$ cat config.mk
export PLATFORM = sky130hd
export DESIGN_NAME = pipe_hazard_ctrl
export DESIGN_NICKNAME = d
export VERILOG_FILES = /design/src/rtl/pipe_hazard_ctrl.sv
export SDC_FILE = /design/constraint.sdc
export NUM_CORES = 1
export LEC_CHECK = 0
export CAP_MARGIN = 20
export CORE_MARGIN = 2
export CORE_UTILIZATION = 25
export DETAILED_ROUTE_END_ITERATION = 7
export SETUP_SLACK_MARGIN = 0.5
export SYNTH_ARGS = -nofsm -noshare
export SYNTH_HDL_FRONTEND = slang
export SYNTH_SLANG_ARGS = --single-unit
$ cat constraint.sdc
create_clock -name clk -period 3.05 [get_ports clk]
set_input_delay 0.4575 -clock clk [delete_from_list [all_inputs] [get_ports clk]]
set_output_delay 0.4575 -clock clk [all_outputs]
set_load 0.01 [all_outputs]
$ cat src/rtl/pipe_hazard_ctrl.sv
// Purpose: D-stage hazard controller (register, mult/div and eret stalls) with exception flush override.
// Latency: all control outputs are combinational from inputs; only the mult/div countdown is registered.
// Backpressure: a hazard holds PC and IF/ID and injects an ID/EX bubble until it clears; Req forces a flush.
module pipe_hazard_ctrl (
  input  logic       clk,
  input  logic       reset,
  input  logic       Req,
  input  logic [4:0] rs_D,
  input  logic [4:0] rt_D,
  input  logic       use_rs_D,
  input  logic       use_rt_D,
  input  logic [1:0] Tuse_rs_D,
  input  logic [1:0] Tuse_rt_D,
  input  logic [4:0] A3_E,
  input  logic [1:0] Tnew_E,
  input  logic [4:0] A3_M,
  input  logic [1:0] Tnew_M,
  input  logic       md_use_D,
  input  logic       md_start_E,
  input  logic       md_div_E,
  input  logic       eret_D,
  input  logic       mtc0_epc_E,
  input  logic       mtc0_epc_M,
  output logic       PC_en,
  output logic       IF_ID_en,
  output logic       ID_EX_clr,
  output logic       md_busy,
  output logic       stall
);

  // Cycles the mult/div unit stays occupied after the start cycle.
  localparam logic [3:0] MULT_CYCLES = 4'd5;
  localparam logic [3:0] DIV_CYCLES  = 4'd10;

  logic [3:0] md_cnt;
  logic [3:0] md_cnt_nxt;
  logic       md_start_ok;

  logic       rs_hit_e;
  logic       rs_hit_m;
  logic       rt_hit_e;
  logic       rt_hit_m;
  logic       stall_rs;
  logic       stall_rt;
  logic       stall_md;
  logic       stall_eret;
  logic       stall_any;

  // A source operand conflicts with a producer stage when the addresses match,
  // the producer actually writes a real register (not $0), and the result
  // arrives later than the consumer needs it. Widths are 2-bit unsigned.
  always_comb begin
    rs_hit_e = (rs_D == A3_E) && (A3_E != 5'd0) && (Tuse_rs_D < Tnew_E);
    rs_hit_m = (rs_D == A3_M) && (A3_M != 5'd0) && (Tuse_rs_D < Tnew_M);
    rt_hit_e = (rt_D == A3_E) && (A3_E != 5'd0) && (Tuse_rt_D < Tnew_E);
    rt_hit_m = (rt_D == A3_M) && (A3_M != 5'd0) && (Tuse_rt_D < Tnew_M);
  end

  // Register hazards only matter for operands the D instruction really reads.
  always_comb begin
    stall_rs = use_rs_D && (rs_D != 5'd0) && (rs_hit_e || rs_hit_m);
    stall_rt = use_rt_D && (rt_D != 5'd0) && (rt_hit_e || rt_hit_m);
  end

  // A start presented alongside an exception belongs to a flushed instruction,
  // so it neither loads the counter nor makes the unit look busy.
  always_comb begin
    md_start_ok = md_start_E && !Req;
    md_busy     = md_start_ok || (md_cnt != 4'd0);
    stall_md    = md_use_D && md_busy;
  end

  // eret must not read EPC while an mtc0 to EPC is still in flight in E or M.
  always_comb begin
    stall_eret = eret_D && (mtc0_epc_E || mtc0_epc_M);
    stall_any  = stall_rs || stall_rt || stall_md || stall_eret;
  end

  // Counter next state: a new start always reloads (last start wins), otherwise
  // count down to zero and hold. An in-flight count keeps running through Req.
  always_comb begin
    md_cnt_nxt = md_cnt;
    if (md_start_ok) begin
      md_cnt_nxt = md_div_E ? DIV_CYCLES : MULT_CYCLES;
    end else if (md_cnt != 4'd0) begin
      md_cnt_nxt = md_cnt - 4'd1;
    end
  end

  // Mult/div occupancy counter; reset aborts any count immediately.
  always_ff @(posedge clk or posedge reset) begin
    if (reset) begin
      md_cnt <= 4'd0;
    end else begin
      md_cnt <= md_cnt_nxt;
    end
  end

  // Pipeline enables: an exception flushes and redirects regardless of hazards,
  // otherwise a hazard freezes PC and IF/ID and bubbles ID/EX.
  always_comb begin
    PC_en     = 1'b1;
    IF_ID_en  = 1'b1;
    ID_EX_clr = 1'b0;
    stall     = 1'b0;
    if (Req) begin
      ID_EX_clr = 1'b1;
    end else if (stall_any) begin
      PC_en     = 1'b0;
      IF_ID_en  = 1'b0;
      ID_EX_clr = 1'b1;
      stall     = 1'b1;
    end
  end

endmodule

# Yosys cells after proc, flatten, opt, wreduce, memory -nomap -nowiden
# Index checks and enable logic that the tools add are counted.
# totals
reg_bits	4
in_bits	39
out_inout_bits	5
wordCells	47
# op_classes
n_addsub	1
order_cmp	4
n_eq_ne	4
muxes	8
reduce_logical	29
# op_table
op	count
$eq A5 B5 Y1	4
$reduce_bool A5 Y1	4
$logic_and A1 B1 Y1	15
$mux W4	3
$lt A2 B2 Y1	4
$logic_or A1 B1 Y1	7
$mux W1	5
$reduce_bool A4 Y1	1
$sub A4 B1 Y4 const B	1
$reduce_bool A2 Y1	1
$logic_not A1 Y1	1

# Longest topological paths before layout
# depth
word_depth	10
ltp_mapped	7
ltp_nobuf	6

# Least setup slack after synthesis
# Ideal clock, no wire load.
# synth_path
kind	input-to-output
from	input port rs_D[0]
to	output port PC_en
arrival_time_ps	1734
required_time_ps	2592
setup_slack_ps	859
cell_stages	6
path_buffers	1
cell_sequence	or4_1 o21a_1 nand4_1 and4_4 a21o_1 buf_4
# synth_via
elab_chain_cells	10
word_cells_on_any_way	15
classes_between	2 x eq/ne; 2 x mux; 11 x reduce/logical
# synth_lines
item	line_no	source
start: declaration	8	input logic [4:0] rs_D,
$eq A5 B5 Y1 (on tied branches)	53, 54	
$logic_and A1 B1 Y1 (on tied branches) (2 in a row)	53, 54	
$logic_or A1 B1 Y1	61	stall_rs = use_rs_D && (rs_D != 5'd0) && (rs_hit_e || rs_hit_m);
$logic_and A1 B1 Y1 *	61	
$logic_or A1 B1 Y1 * (3 in a row)	76	stall_any = stall_rs || stall_rt || stall_md || stall_eret;
$mux W1 * (2 in a row)	n/a	
end: declaration	24	output logic PC_en,
# Mark *: on every way between the ends. The rest lies on a longest branch, timed or not.

# Final worst setup path
# layout_path
from	input port A3_M[2]
to	output port IF_ID_en
# layout_via
elab_chain_cells	10
word_cells_on_any_way	16
classes_between	2 x eq/ne; 2 x mux; 12 x reduce/logical
# layout_lines
item	line_no	source
start: declaration	16	input logic [4:0] A3_M,
$eq A5 B5 Y1 (tied with other cells)	54	rs_hit_m = (rs_D == A3_M) && (A3_M != 5'd0) && (Tuse_rs_D < Tnew_M);
$logic_and A1 B1 Y1 (on tied branches) (2 in a row)	54, 56	
$logic_or A1 B1 Y1 (on tied branches)	61, 62	
$logic_and A1 B1 Y1 (on tied branches)	61, 62	
$logic_or A1 B1 Y1 * (3 in a row)	76	
$mux W1 *	108	end else if (stall_any) begin
$mux W1 *	106	if (Req) begin
end: declaration	25	output logic IF_ID_en,
# Marked as above.

==> metrics.md <==
| Metric | Value |
|---|---|
| IO buf count | `43` |
| Number of synthesized flops with an enable pin | `0` |
| Max Cap Viol | `0` |
| Clock Tree Root | `clkbuf_4` |
| Synthesized instance count | `85` |
| Worst Max-Slew Pin Slew | `about 0.31 ns` |
| Detailed placement HPWL | `1850 um` |
| Maximum VDD drop | `0.000312 V` |
| Via/cell ratio | `4.89` |
| Tightest slew margin relative to the limit | `about four fifths` |
| Initial DRC Count | `6` |
| Drt first pass iters | `4` |
| Die width | `56.0 um` |
| Full die area | `0.00314 mm2` |
| Async SR Flop Fraction | `100%` |
| Area growth from synthesis to layout | `95.4%` |
| Gr usage total | `14.9%` |
| Path depth of the worst reg2reg path | `6` |
| Synth warn | `0` |
| Setup slack, reg-to-reg | `approximately 1.8 ns` |
| Top reg by flops | `md_cnt` |
| Top Layer Used | `met4` |
| Clock power share | `16.2%` |
| GPL Wtd Cong | `0.812` |
| Status | `finished clean` |
| Switch share | `approximately 37%` |
| Core Area | `0.00252 mm2` |
| Leakage | `roughly 0.64 nW` |
| Hold_buf cts | `0` |
| Library cells used by synthesis | `26` |
| DRT met1 WL | `855 um` |
| Switching Power | `0.154 mW` |
| First-pass GRT wire length | `3660 um` |
| WP data arrival | `2.02 ns` |
| Worst Skew | `just over 0.006 ns` |
| Pwr per Cell Area | `315 mW/mm2` |
| Sink Count | `4` |
| Max-slew violation count | `0` |
| FP Rows | `18` |
| Max reg flops | `4` |
| Clk slew on worst S/H paths | `around 0.04 ns` |
| Hold Path Class | `in -> async` |
| Worst skew pair latency | `0.24 ns` |
| CP Data Required Time | `2.59 ns` |
| Largest registers | `md_cnt (4)` |
| Syn avg cell area | `7.96 um2` |
| Pint | `0.263 mW` |
| Sequential Power Share | `25.1%` |
| Setup bufs post-CTS | `0` |
| CTS buffer count | `3` |
| Part of the cycle the worst path needs | `81.1%` |
| Layout Nets | `183` |
| Drt wl/cell | `between 10 and 15 um` |
| Flops & latches, synth | `4` |
| Critical Path End Type | `output port` |
| Fin. Hold Viols | `0` |
| WHS | `just under 0.4 ns` |
| Post-route cell area | `~0.0013 mm2` |
| Syn Nets | `130` |
| Layout cells sized above 1 | `approximately 22%` |
| Vias in the first global route | `857` |
| Post-route ant nets | `0` |
| Initial antenna violation count | `0` |
| Initial Utilization | `26.8%` |
| Setup violators final | `0` |
| Final WL | `2270 um` |
| Die height | `56.0 um` |
| GRT overflow | `0` |
| Vias | `812` |
| H-tree levels | `1` |
| RSZ-0062 raised after global routing | `true` |
| Crit Path Max Fanout | `3` |
| Min Tclk post-route | `approximately 2.5 ns` |
| Gate power share | `58.7%` |
| Largest net degree at the start of global routing | `7` |
| R2r startpoint | `md_cnt[0]` |
| Ys flop type | `dfrtp_1` |
| Metal3 WL | `166 um` |
| Post-synthesis sequential area ratio | `between 10% and 20%` |
| Max Clk Rate | `404 MHz` |
| DR DRC count | `0` |
| Post-synthesis cell area | `677 um2` |
| Placed Area | `0.00118 mm2` |
| Type of origin of the critical path | `primary input` |
| Diode count | `0` |
| Io pins | `44` |
| Worst reg2reg path endpoint | `md_cnt[0]` |
| CTS tree | `built` |
| Clk buf depth | `2` |
| Met2 WL | `1170 um` |
| Crit Path Class | `in -> out` |
-- critical path, cell delays in order --
cell and delay, ns:
clkdlybuf4s50_1 0.49, xor2_1 0.20, a211oi_2 0.20, and3_1 0.21, o221ai_2 0.14, a21o_1 0.18, buf_2 0.14
-- power groups by stage --
stage / logic (mW) / registers, mW / clock network [mW]
after floorplan: 0.131 / 0.0990 / 0
after global placement: 0.230 / 0.104 / 0
after detailed placement: 0.235 / 0.104 / 0
after CTS: 0.242 / 0.105 / 0.0685
after global routing: 0.270 / 0.108 / 0.0753
final: 0.245 / 0.105 / 0.0673
-- cell usage in the layout, fill, tap and decap left out, types with 5 or more instances in the layout --
master           netlist  routed
clkdlybuf4s50_1        0      20
nand2_1                5       5
xor2_1                20      18
buf_4                  1       6
dlygate4sd2_1          0       6
dlymetal6s2s_1         0      12
-- routing by layer --
metal	GRT usage (%)	vias up
met5	0	-
met4	8.50	0
met3	5.12	10
met2	28.6	40
met1	13.2	358
li1	-	404
-- area by class of cell --
class                           instances  area, um2
Tap cell                               30       37.5
Timing Repair Buffer                   49        478
Fill cell                             250       1200
Inverter                                5       18.8
Clock buffer                            3       22.5
Sequential cell                         4        100
Multi-Input combinational cell         75        666
-- metrics by stage --
step	power [mW]	utilization, %	instances	TNS [ns]	setup WS (ns)
after floorplan	0.230	-	85	0	0.859
after global placement	0.333	46.9	163	-0.548	-0.168
after detailed placement	0.340	46.9	163	-0.541	-0.168
after CTS	0.415	49.7	166	0	0.507
after global routing	0.454	52.4	166	0	0.492
final	0.417	52.4	166	0	0.576
-- worst max-delay path by stage --
stage	slack [ns]	to	from
finish	0.58	IF_ID_en	A3_M[2]
global route	0.49	stall	A3_E[4]
CTS	0.51	IF_ID_en	Tnew_M[1]
detailed placement	-0.17	stall	Tnew_E[1]
global placement	-0.17	stall	Tnew_E[1]
floorplan	0.86	PC_en	rs_D[0]
-- cell families (layout without fill, tap and decap cells) --
kind of cell    Yosys count  in the layout  synth area share, %
fa+ha+maj                 6              6                 11.1
buf+inv                   6             57                 3.88
flops                     4              4                 14.8
compound gates           15             15                 14.8
xor+xnor                 22             22                 28.5
simple gates             32             32                 27.0
-- what timing repair did --
action / CTS / global route
setup endpoints to repair: 4 / 4
gates resized for setup: 35 / 18
pin swaps: 12 / 14
-- cells in the mapped netlist (2+ instances only) --
cell | count | area [um2]
nand2b_1 | 4 | 25.0
a21oi_1 | 4 | 20.0
a211oi_1 | 3 | 22.5
nor3_1 | 4 | 20.0
o21ai_0 | 3 | 15.0
xor2_1 | 20 | 175
xnor2_1 | 2 | 17.5
nor2_1 | 4 | 15.0
nand3b_1 | 2 | 15.0
inv_1 | 5 | 18.8
and3_1 | 2 | 12.5
nand2_1 | 5 | 18.8
nand3_1 | 2 | 10.0
nor4_1 | 3 | 18.8
dfrtp_1 | 4 | 100
ha_1 | 6 | 75.1
nand4_1 | 2 | 12.5
or4_1 | 2 | 15.0
No activity file was read; power rests on OpenSTA's default activity.
